[src/rtl/count_uart_tx.sv]
// count_uart_tx: serialises counter bytes onto a UART TX line (start, 8 data LSB first, optional even parity, stop)
// Ports:
//   clk       system clock, rising edge
//   rst       synchronous reset, active-high
//   in_data   byte to transmit, sampled on accept
//   in_valid  in_data is valid
//   in_ready  block can accept a byte this cycle
//   tx        UART serial line, idle high, driven from a flop
//   busy      frame in progress
//   done      one-cycle pulse on the first idle cycle after a frame
module count_uart_tx #(
    parameter int unsigned CLKS_PER_BIT = 868,
    parameter bit          PARITY_EN    = 1'b0
) (
    input  logic       clk,
    input  logic       rst,
    input  logic [7:0] in_data,
    input  logic       in_valid,
    output logic       in_ready,
    output logic       tx,
    output logic       busy,
    output logic       done
);
    if (CLKS_PER_BIT < 2 || CLKS_PER_BIT > 65535) begin : g_bad_clks
        $error("count_uart_tx: CLKS_PER_BIT must be in 2..65535");
    end
    localparam int BW = (CLKS_PER_BIT < 2) ? 1 : $clog2(CLKS_PER_BIT);
    localparam logic [BW-1:0] BAUD_LAST = BW'(CLKS_PER_BIT - 1);
    localparam logic [2:0] IDLE   = 3'd0;
    localparam logic [2:0] START  = 3'd1;
    localparam logic [2:0] DATA   = 3'd2;
    localparam logic [2:0] PARITY = 3'd3;
    localparam logic [2:0] STOP   = 3'd4;
    logic [2:0]    state;
    logic [BW-1:0] baud;
    logic [2:0]    idx;
    logic [7:0]    shift;
    logic          par;
    assign in_ready = (state == IDLE) && !rst;
    assign busy     = state != IDLE;
    // tx is loaded with the next state's line level at every transition so
    // it changes only on bit boundaries and always comes straight from a flop.
    always_ff @(posedge clk) begin
        if (rst) begin
            state <= IDLE;
            baud  <= '0;
            idx   <= '0;
            shift <= '0;
            par   <= 1'b0;
            tx    <= 1'b1;
            done  <= 1'b0;
        end else begin
            done <= 1'b0;
            if (state == IDLE) begin
                if (in_valid) begin
                    shift <= in_data;
                    par   <= ^in_data;
                    baud  <= '0;
                    state <= START;
                    tx    <= 1'b0;
                end
            end else if (baud != BAUD_LAST) begin
                baud <= baud + BW'(1);
            end else begin
                baud <= '0;
                case (state)
                    START: begin
                        state <= DATA;
                        idx   <= '0;
                        tx    <= shift[0];
                    end
                    DATA: begin
                        if (idx == 3'd7) begin
                            state <= PARITY_EN ? PARITY : STOP;
                            tx    <= PARITY_EN ? par : 1'b1;
                        end else begin
                            idx   <= idx + 3'd1;
                            shift <= {1'b0, shift[7:1]};
                            tx    <= shift[1];
                        end
                    end
                    PARITY: begin
                        state <= STOP;
                        tx    <= 1'b1;
                    end
                    default: begin
                        state <= IDLE;
                        tx    <= 1'b1;
                        done  <= 1'b1;
                    end
                endcase
            end
        end
    end
endmodule
[config.mk]
export PLATFORM = sky130hd
export DESIGN_NAME = count_uart_tx
export DESIGN_NICKNAME = d
export VERILOG_FILES = /design/src/rtl/count_uart_tx.sv
export SDC_FILE = /design/constraint.sdc
export NUM_CORES = 1
export LEC_CHECK = 0
export ABC_AREA = 1
export CORE_MARGIN = 4
export CORE_UTILIZATION = 40
export CTS_CLUSTER_SIZE = 30
export DETAILED_ROUTE_END_ITERATION = 16
export DONT_BUFFER_PORTS = 1
export GPL_TIMING_DRIVEN = 0
export PLACE_DENSITY = 0.51
export REMOVE_ABC_BUFFERS = 1
export SYNTH_ARGS = -nofsm -noshare
export SYNTH_HDL_FRONTEND = slang
export SYNTH_SLANG_ARGS = --single-unit
[constraint.sdc]
create_clock -name clk -period 1.6 [get_ports clk]
set_input_delay 0.16 -clock clk [delete_from_list [all_inputs] [get_ports clk]]
set_output_delay 0.16 -clock clk [all_outputs]
set_load 0.05 [all_outputs]
==> summary.md <==
| Metric | Value |
|---|---|
| Number of synthesized register bits | 26 |
| Primary flip-flop cell chosen by synthesis mapping | sky130_fd_sc_hd__dfxtp_1 |
| Post-synth ARST share | 0 |
| Die Y-Extent | 68.2 µm |
| Area used by sequential logic in the layout | 526 µm² |
| Synth warn | 0 |
| Synth Area in XOR/XNOR | 0.00604 |
| Detailed-router iteration count before antenna repair | 4 |
| DRC viols | 0 |
| Reg2Reg Launch Point | state[2]$_SDFFE_PP0P_ |
| Final Critical Period | 1.53 ns |
| Required @ worst endpoint | 1.44 ns |
| Crit-path max cell delay | 0.37 ns |
| Number of flops mapped to enable cells by yosys | 0 |
| Final hold violation count | 0 |
| Launch point of the worst hold path | in_valid |
| Synthesized area per cell | 6.35 µm² |
| First-pass GRT wire length | 5370 µm |
| DPL Wire Length | 2110 µm |
| Site Rows | 21 |
| Clock tree root buffer cell | sky130_fd_sc_hd__clkbuf_4 |
| Overall global routing resource usage | 0.150 |
| Proportion of power drawn by combinational gates | 0.484 |
| Status | finished clean |
| Routed vias | 1,394 |
| Category of the critical setup timing path | reg -> out |
| Area of the die | 0.00465 mm² |
| Largest net degree at the start of global routing | 21 |
| Number of max-slew violations in the final report | 0 |
| Startpoint types | flop |
| Average wire length per cell after detail routing | 12.3 µm |
| Clock Sink Count | 26 |
| Final-layout worst hold slack | 0.00857 ns |
| Fraction of synthesized area in multiplexers | 0 |
| Area growth from synthesis to layout | 13.1% |
| Num ports | 15 |
| CTS tree | yes |
| Crit path top cell by count | sky130_fd_sc_hd__nor2_4 |
| Start point of the critical path | state[2]$_SDFFE_PP0P_ |
| Endpoint kind of the worst setup timing path | output pin |
| Tot Pwr | 0.00224 W |
| CP Data Arrival Time | 1.37 ns |
| Clock buffers created by TritonCTS | 3 |
| Final setup vio count | 0 |
| Main area contributors after synthesis | sky130_fd_sc_hd__dfxtp_1 (36%), sky130_fd_sc_hd__nand2_1 (21%), sky130_fd_sc_hd__a21oi_1 (7.6%), sky130_fd_sc_hd__nand3_1 (7.6%), sky130_fd_sc_hd__inv_1 (6.2%) |
| Initial standard-cell utilization of the core | 0.424 |
| Simple-gate share of the synthesized area | 0.408 |
| Final estimated routing congestion in global placement | 0.758 |
| Static leakage power | 0.696 nW |
| Number of inserted filler cells in the final layout | 349 |
| Dpl cells | 268 |
| Antenna violations before repair | 0 |
| Count of placed standard cells in the final layout, fillers left out | 278 |
| Worst vdd ir | 0.617 mV |
| Deepest clock path buffer count | 2 |
| Cell-by-cell listing of the critical path | nor2_4, nand2_8, nor2_4 |
| Max transition margin | 0.659 |
| Top-count cell post-synth | sky130_fd_sc_hd__nand2_1 |
| Timing-limited maximum frequency | 652 MHz |
| Class of the tightest hold or removal check | in -> reg |
| Transition time at the pin with the least slew margin | 0.511 ns |
| Die span in x | 68.2 µm |
| Clock network power share | 0.126 |
| Number of maximum-capacitance constraint violations | 0 |
| Setup TNS | 0 ns |
| Critical Path Slowest Stage Cell | sky130_fd_sc_hd__dfxtp_1 |
| Power density cells | 1370 mW/mm² |
| Via count normalized by instance count | 5.01 |
| Skew-Pair Late Insertion Delay | 0.32 ns |
| Core Region | 0.00342 mm² |
| Cell accounting for the most synthesized area | sky130_fd_sc_hd__dfxtp_1 |
| Vias in the first global route | 1,236 |
| Detailed Route Iter0 Violations | 59 |
| Number of antenna repair diodes | 0 |
| Register area share after synthesis | 0.359 |
| Post-detailed-route count of antenna-violating nets | 0 |
| GRT Residual Overflow | 0 |
| Area share of fa/ha/maj cells after synthesis | 0.0259 |
| Share of power burned in registers | 0.390 |
| H-tree level count | 1 |
| Layout cell share with drive strength beyond 1 | 0.129 |
| Library cells used by synthesis | 23 |
| Commonest cells in the synthesized netlist | sky130_fd_sc_hd__nand2_1 (80), sky130_fd_sc_hd__dfxtp_1 (26), sky130_fd_sc_hd__inv_1 (24), sky130_fd_sc_hd__nor2_1 (24) |
| Switching share of total power | 0.472 |
| Internal | 0.00119 W |
| Clock input transition at the sequential cells of the worst setup and hold paths | 0.14 ns |
| Net switching power | 0.00106 W |
| Dominant combinational cell family by area after synthesis | simple AND/OR/NAND/NOR gates |
| Wire length reported by the detailed router | 3430 µm |
| Final setup skew | 0.00154 ns |
| Number of instances in the synthesized netlist | 228 |
| Area used by multi-input combinational logic | 908 µm² |
| Portion of the clock cycle consumed by the worst path in the final layout | 0.959 |
| Nets | 248 |
| Crit-path max FO | 6 |
| Port-buffer cells | 0 |
| Netlist Area Pre-Place | 0.00145 mm² |
| Fraction of synthesized cell area taken by the top area cell type | 0.359 |
| Synth Area in Compound Gates | 0.104 |
kinds of logic after synthesis:
group	Yosys count
adders and majority gates	3
DFF	26
AOI/OAI and AO/OA	29
buffers and inverters	32
xor gates and xnor gates	1
and+or+nand+nor	137
metal layers:
layer / wire [µm] / GRT usage / vias to the layer above
li1: - / - / 738
met3: 190 / 0.0443 / 2
met4: 18 / 0.0298 / 0
met1: 1650 / 0.199 / 614
met5: 0 / 0 / -
met2: 1570 / 0.243 / 40
repair_timing:
item,CTS,global route
pin swaps,0,4
endpoints found under the setup margin,20,20
cloned,0,4
hold buffers,1,0
endpoints found under the hold margin,8,0
resized for setup,7,14
setup buffers,0,2
registers in the layout, indices dropped and copies added, names as in the netlist:
signal / cells
state: 3
shift: 8
done: 1
idx: 3
tx: 1
baud: 10
final cells by class:
type,count,area share
tap,46,0.0351
clock buffer,3,0.0137
timing repair buffer,3,0.0153
inverter,26,0.0611
multi-input combinational,174,0.554
sequential,26,0.321
per-stage QoR:
| step | area (µm²) | util | setup slack (ns) |
|---|---|---|---|
| after global routing | 1640 | 0.480 | -0.0360 |
| final | 1640 | 0.480 | 0.0654 |
| after floorplan | 1410 | - | 0.00990 |
| after CTS | 1530 | 0.447 | 0.00562 |
| after global placement | 1460 | 0.428 | -0.303 |
| after detailed placement | 1460 | 0.428 | -0.368 |
final timing paths:
kind                      endpoint  cells after the start  slack, ns
max reg2reg  shift[5]$_SDFFE_PP0P_                      8       0.11
min           baud[8]$_SDFFE_PP0P_                      3      0.009
min reg2reg  shift[3]$_SDFFE_PP0P_                      2       0.50
max                       in_ready                      3       0.07
power by group through the flow:
stage	clock network [W]	logic, W	registers (W)
floorplan	0	0.000701	0.000860
global placement	0	0.000840	0.000873
detailed placement	0	0.000861	0.000877
CTS	0.000299	0.000923	0.000862
global route	0.000318	0.00123	0.000895
finish	0.000284	0.00109	0.000876
worst max-delay path: cells and delay by family, from the launching register on:
kind,cells,cell delay (ns)
AND/OR/NAND/NOR,3,0.67
flip-flops,1,0.37
cells in the final DEF, fill, tap and decap left out:
cell	n
sky130_fd_sc_hd__ha_1	2
sky130_fd_sc_hd__ha_4	1
sky130_fd_sc_hd__dfxtp_2	4
sky130_fd_sc_hd__nand3_1	22
sky130_fd_sc_hd__a21oi_1	22
sky130_fd_sc_hd__clkinv_1	1
sky130_fd_sc_hd__o21ai_0	5
sky130_fd_sc_hd__nand2_8	2
sky130_fd_sc_hd__nand2_2	2
sky130_fd_sc_hd__buf_4	2
sky130_fd_sc_hd__nand2_1	78
sky130_fd_sc_hd__dlygate4sd3_1	1
sky130_fd_sc_hd__inv_2	1
sky130_fd_sc_hd__nand4_4	1
sky130_fd_sc_hd__nand4_1	2
sky130_fd_sc_hd__nor2_4	5
sky130_fd_sc_hd__nor2_1	21
sky130_fd_sc_hd__nand2_4	5
sky130_fd_sc_hd__o21a_1	1
sky130_fd_sc_hd__inv_1	23
sky130_fd_sc_hd__clkbuf_4	3
sky130_fd_sc_hd__inv_4	1
sky130_fd_sc_hd__dfxtp_1	22
sky130_fd_sc_hd__xor2_1	1
sky130_fd_sc_hd__o21bai_1	1
sky130_fd_sc_hd__nor2_2	3
Power figures use the tool's default switching activity.
